$ cat src/rtl/frame_sched.sv
// Double-buffered frame scheduler. It arbitrates two producers round-robin into a back
// buffer and swaps the back buffer to the displayed front buffer on qualifying frame_sync edges.
module frame_sched #(
  parameter int unsigned NPIX        = 35,
  parameter int unsigned HOLD_FRAMES = 4
) (
  input  logic            CLOCK_50,
  input  logic            rst_n,
  input  logic            frame_sync,
  input  logic            a_valid,
  input  logic [NPIX-1:0] a_frame,
  output logic            a_ready,
  input  logic            b_valid,
  input  logic [NPIX-1:0] b_frame,
  output logic            b_ready,
  input  logic            blank,
  output logic [NPIX-1:0] ens,
  output logic            owner,
  output logic            swap_pulse
);

  typedef enum logic {EMPTY, FULL} state_e;

  localparam logic [7:0] HOLD_MAX = 8'(HOLD_FRAMES - 1);

  state_e          state_q, state_d;
  logic [NPIX-1:0] front_q, front_d;
  logic [NPIX-1:0] back_q, back_d;
  logic            back_owner_q, back_owner_d;
  logic            owner_q, owner_d;
  logic            last_grant_q, last_grant_d;
  logic [7:0]      hold_cnt_q, hold_cnt_d;
  logic            swap_pulse_q, swap_pulse_d;

  logic grant_a, grant_b, swap;

  always_comb begin
    grant_a = (state_q == EMPTY) && a_valid && (!b_valid || last_grant_q);
    grant_b = (state_q == EMPTY) && b_valid && !grant_a;
    swap    = (state_q == FULL) && frame_sync && (hold_cnt_q == HOLD_MAX);

    state_d      = state_q;
    front_d      = front_q;
    back_d       = back_q;
    back_owner_d = back_owner_q;
    owner_d      = owner_q;
    last_grant_d = last_grant_q;
    hold_cnt_d   = hold_cnt_q;
    swap_pulse_d = swap;

    if (swap) begin
      front_d    = back_q;
      owner_d    = back_owner_q;
      state_d    = EMPTY;
      hold_cnt_d = '0;
    end else if (frame_sync && (hold_cnt_q != HOLD_MAX)) begin
      hold_cnt_d = hold_cnt_q + 8'd1;
    end

    // Grants only happen while EMPTY, so they never collide with a swap.
    if (grant_a || grant_b) begin
      back_d       = grant_a ? a_frame : b_frame;
      back_owner_d = grant_b;
      last_grant_d = grant_b;
      state_d      = FULL;
    end
  end

  always_ff @(posedge CLOCK_50 or negedge rst_n) begin
    if (!rst_n) begin
      state_q      <= EMPTY;
      front_q      <= '0;
      back_q       <= '0;
      back_owner_q <= 1'b0;
      owner_q      <= 1'b0;
      last_grant_q <= 1'b1;
      hold_cnt_q   <= HOLD_MAX;
      swap_pulse_q <= 1'b0;
    end else begin
      state_q      <= state_d;
      front_q      <= front_d;
      back_q       <= back_d;
      back_owner_q <= back_owner_d;
      owner_q      <= owner_d;
      last_grant_q <= last_grant_d;
      hold_cnt_q   <= hold_cnt_d;
      swap_pulse_q <= swap_pulse_d;
    end
  end

  assign a_ready    = grant_a;
  assign b_ready    = grant_b;
  assign ens        = blank ? '0 : front_q;
  assign owner      = owner_q;
  assign swap_pulse = swap_pulse_q;

endmodule

$ cat config.mk
export PLATFORM = sky130hd
export DESIGN_NAME = frame_sched
export DESIGN_NICKNAME = d
export VERILOG_FILES = /design/src/rtl/frame_sched.sv
export SDC_FILE = /design/constraint.sdc
export NUM_CORES = 1
export LEC_CHECK = 0
export BUFFER_PORTS_ARGS = -buffer_cell sky130_fd_sc_hd__buf_2
export CORE_AREA = 2 2 86 88
export CTS_BUF_LIST = sky130_fd_sc_hd__clkbuf_8
export CTS_CLUSTER_SIZE = 30
export DETAILED_ROUTE_END_ITERATION = 10
export DIE_AREA = 0 0 88 90
export GPL_TIMING_DRIVEN = 0
export PLACE_DENSITY = 0.95
export SETUP_SLACK_MARGIN = 0.02
export SLEW_MARGIN = 20
export SYNTH_ARGS = -nofsm -noshare
export SYNTH_HDL_FRONTEND = slang
export SYNTH_SLANG_ARGS = --single-unit
$ cat constraint.sdc
create_clock -name CLOCK_50 -period 5.9 [get_ports CLOCK_50]
set_input_delay 0.885 -clock CLOCK_50 [delete_from_list [all_inputs] [get_ports CLOCK_50]]
set_output_delay 0.885 -clock CLOCK_50 [all_outputs]
set_load 0.03 [all_outputs]
# Word level (Yosys, flattened, before mapping)
# Cells that the tools add are included.
[op_classes]
addsub = 1
eq_ne = 2
n_mux = 6
bitwise_logic = 1
n_reduce_logical = 13
[ops]
columns = ["operator", "n"]
rows = [
  ["$mux W35", 2],
  ["$mux W8", 2],
  ["$add A8 B1 Y8 const B", 1],
  ["$eq A8 B2 Y1 const B", 1],
  ["$ne A8 B2 Y1 const B", 1],
  ["$logic_and A1 B1 Y1", 7],
  ["$reduce_bool A2 Y1", 2],
  ["$logic_not A1 Y1", 2],
  ["$logic_or A1 B1 Y1", 2],
  ["$mux W1", 2],
  ["$not A1 Y1", 1],
]
[word_totals]
regBits = 83
in_bits = 76
output_inout_bits = 39
elab_cells = 31

# Longest topological paths before layout
[logic_depth]
word_depth = 7
depth_mapped = 6
mapped_depth_nobuf = 4

# Least setup slack after synthesis
# OpenSTA, ideal clock, no wires.
[synth_path]
path_kind = "input-to-output"
start = "input port b_valid"
end = "output port a_ready"
t_arrival_ns = 1.717
t_required_ns = 5.015
path_slack_ns = 3.298
cell_stages = 4
n_path_buf = 2
cell_sequence = "nand2b_1 -> and3_1 -> buf_2 -> buf_1"
[synth_between]
elab_chain_cells = 3
[synth_lines]
columns = ["item", "line", "text"]
rows = [
  ["from (decl)", "13", "input logic b_valid,"],
  ["$logic_not A1 Y1", "38", "grant_a = (state_q == EMPTY) && a_valid && (!b_valid || last_grant_q);"],
  ["$logic_or A1 B1 Y1", "38", ""],
  ["$logic_and A1 B1 Y1", "38", ""],
  ["to (decl)", "12", "output logic a_ready,"],
]
# No other way between the ends.

# Worst setup path in the final report
[layout_path]
start = "input port a_valid"
end = "output port b_ready"
[layout_between]
elab_chain_cells = 4
[layout_lines]
columns = ["item", "line", "text"]
rows = [
  ["from (decl)", "10", "input logic a_valid,"],
  ["$logic_and A1 B1 Y1 (2 in a row)", "38", ""],
  ["$logic_not A1 Y1", "39", "grant_b = (state_q == EMPTY) && b_valid && !grant_a;"],
  ["$logic_and A1 B1 Y1", "39", ""],
  ["to (decl)", "15", "output logic b_ready,"],
]
# No other way between the ends.

==> results.md <==
- The flow ran to the end, and the final reports show no timing, DRC or antenna violations.
- STA classifies the critical path startpoint as a primary input.
- The via count normalized by instance count is 5.20.
- The worst setup path is captured at a primary output.
- Max-cap violations in this run came to 0.
- The die footprint is 7920 sq um.
- The cell row count is 31.
- The final route contains 2650 vias.
- The starting density of the core is 54.0%.
- The number of H-tree levels is 3.
- For this block, the routed nets add up to 8310 um of wire.
- The first global-routing pass estimated 13900 um of wire.
- The layout overhead on the synthesized area is 25.0%.
- The area fraction of the dominant cell type after synthesis is 52.8%.
- The maximum vdd drop is 0.311 mV.
- The synthesized net count is 357.
- In this run, the number of DRC markers left after iteration 0 of detailed routing was 167.
- The count of instances resized after the clock tree is built is 0.
- The all-layer global routing usage is 23.0%.
- The post-DP HPWL is 5990 um.
- The met2 routed wirelength is 4080 um.
- The number of standard cells in the final layout excluding fillers is 510.
- Across all hold checks on the routed design, the worst slack comes to 454 ps.
- The core region is 7020 sq um.
- The biggest area contributor in the post-synthesis netlist is dfrtp_1.
- By area the synthesized netlist is led by dfrtp_1 53%, mux2_4 11%, a221o_1 9.2%, and2_1 5.8%, nor2b_1 5.8%.
- The die width is 88 um.
- The via count of the first global-routing pass is 2797.
- The data required time of the worst path is 5020 ps.
- Buffers placed on the I/O ports in this run total 114.
- The average instance in the mapped netlist occupies 13.5 sq um.
- For the pin with the worst max-slew slack, the measured transition is 729 ps.
- The number of failing hold endpoints at the final stage is 0.
- The final net count is 483.
- The worst hold path belongs to the class primary input to asynchronous set/reset pin.
- The setup path with the least slack is of type primary input to primary output.
- The clock reaches the later pin of the worst-skew pair after 360 ps.
- Yosys mapped the design onto 33 distinct sky130hd cell types.
- The final period demand of the worst path is 3050 ps.
- The final count of negative-setup-slack endpoints is 0.
- The clock tree buffer depth is 2.
- TritonCTS built the clock tree.
- The cell area that synthesis handed to floorplanning was 3790 sq um.
- Setup repair after global routing left no endpoint under its margin.
- Summed over all layers, the global routing overflow is 0.
- The setup clock skew after layout is 11.3 ps.
- The analysis attributes to cell leakage a power of 0.00236 uW.
- The worst slew slack as a fraction of its limit is 51.3%.
- The weighted congestion reported at the end of routability-driven placement is 0.788.
- Wire segments on met3 add up to 424 um in the final route.
- For this design the ratio of total power to cell area is 485 nW/um^2.
- The total of flip-flops plus latches after synthesis is 83.
- Of all nets on the critical path, the largest fanout is 10.
- The cell count after synthesis came out at 280.
- The sequential element share of the synthesized area is 54.9%.
- The root buffer cell chosen for the clock tree is clkbuf_8.
- Clock tree synthesis found a total of 83 sinks.
- The detail route stage leaves a number of antenna-violating nets equal to 0.
- The wire length on met1 is 3720 um.
- The repair_antennas step left the layout with diodes totalling 0.
- After detailed routing, no signal wire sits above met4.
- Of the available clock period, the critical path in the final layout requires 51.7%.
- From bottom edge to top edge, the die measures 90 um.
- Hold repair after CTS inserted 0 buffers.
- After detailed routing, the number of remaining DRC violations is 0.
- The detailed-routing iteration count for the pre-antenna-repair pass is 4.
- The average detailed-routed wire length per instance is 16.3 um.
- Cells with a size suffix above 1 make up 44.8% of the layout.
- Entering global routing, the biggest net connects 54 pins.
- After clock tree synthesis, the setup repair step added 0 buffers.
- The number of max-slew violations in the final report is 0.
- The synthesis warning total is 0.
- For this run, the share of the core covered by cells in the final layout is 67.5%.
- After detailed placement, the design holds a cell count of 494.
- In the final timing run, aggregate negative setup slack is 0 ps.
- The number of buffers inserted during clock tree synthesis is 9.
- The CTS clock-pin slew for the worst setup and hold paths is 90 ps.
- The number of antenna violations at the first check in global routing is 0.
- The maximum operating frequency is 328 MHz.
- The critical path arrival is 2170 ps.
- In this run the count of I/O pins placed on the die edge is 115.
## sequential cells by signal, summed over array words and instances (netlist names)
signal        count
back_owner_q      1
back_q           35
hold_cnt_q        8
owner             1
front_q          35
state_q           1
last_grant_q      1
swap_pulse        1
## metrics by stage
| step | power [uW] | area, sq um | setup WS (ps) |
|---|---|---|---|
| CTS | 2310 | 4740 | 2820 |
| detailed placement | 1850 | 4510 | 2820 |
| floorplan | 1600 | 3790 | 3300 |
| finish | 2300 | 4740 | 2850 |
| global route | 2440 | 4740 | 2730 |
| global placement | 1810 | 4480 | 2890 |
## placed cells by master (no fill, tap or decap), types with 3 or more instances in the layout
cell / count
buf_2: 115
and2_1: 35
xor2_1: 3
clkbuf_1: 8
nand2_1: 4
nor2_1: 4
dfrtp_1: 80
buf_12: 4
mux2_4: 29
nor2b_1: 35
inv_6: 3
mux2_2: 9
dfstp_2: 3
a221o_1: 35
clkbuf_8: 9
buf_1: 4
## cell usage after synthesis
master    number
o21ai_0        1
ha_1           1
clkbuf_1       8
nor3_2         1
xor2_1         3
a221o_1       35
xnor2_1        2
nand3_1        2
a21o_1         1
dfrtp_1       80
nor2b_1       35
inv_1          2
a21o_2         1
nor2_1         4
a31o_2         1
nor4b_4        1
and3_1         2
o21bai_1       1
mux2_2         9
and3_2         1
and4_4         1
nor3_1         1
nand4_1        2
a211oi_1       1
and2_1        35
dfstp_2        3
nand2_1        4
buf_1          4
nand2b_1       1
mux2_4        29
a21oi_1        2
buf_2          2
buf_12         4
## cell type report
| cell class | count | area [sq um] |
|---|---|---|
| inverter | 2 | 7.51 |
| multi-input combinational | 177 | 1570 |
| sequential | 83 | 2080 |
| tap | 99 | 124 |
| clock inverter | 7 | 98.8 |
| clock buffer | 9 | 124 |
| timing repair buffer | 115 | 601 |
| fill | 513 | 2280 |
| buffer | 18 | 135 |
## where the power goes
| group | switching [uW] | total (uW) | internal, uW |
|---|---|---|---|
| Combinational | 416 | 895 | 479 |
| Sequential | 126 | 943 | 817 |
| Clock | 217 | 459 | 242 |
| Total | 759 | 2300 | 1540 |
## cells by family (layout without fill, tap and decap cells)
group | after synthesis | after routing | synth area share (%)
XOR/XNOR | 5 | 5 | 1.16
flip-flops | 83 | 83 | 54.9
AO/OA/AOI/OAI | 43 | 43 | 10.7
adder cells (fa/ha/maj) | 1 | 1 | 0.330
buffers and inverters | 20 | 151 | 3.76
AND/OR/NAND/NOR | 90 | 90 | 15.0
multiplexers | 38 | 38 | 14.2
## path summary, 6_finish.rpt
path	from	to	slack, ps	cells after the start
max reg2reg	hold_cnt_q[0]	front_q[19]	3850	6
min	rst_n	back_q[27]	450	1
max	a_valid	b_ready	2850	6
min reg2reg	back_q[8]	front_q[8]	500	1
max in group asynchronous	rst_n	hold_cnt_q[1]	4800	2
min in group CLOCK_50	back_q[8]	front_q[8]	500	1
## layer usage
layer	global-route usage, %	vias up
met5	0	-
met1	31.3	1296
met2	36.2	89
met3	6.70	9
met4	5.51	0
li1	-	1256
## critical path: stages
cell and delay [ps]:
buf_2 120, nand2_1 50, and3_1 150, buf_2 240, buf_1 420, buf_2 290
No activity file was read; power rests on OpenSTA's default activity.
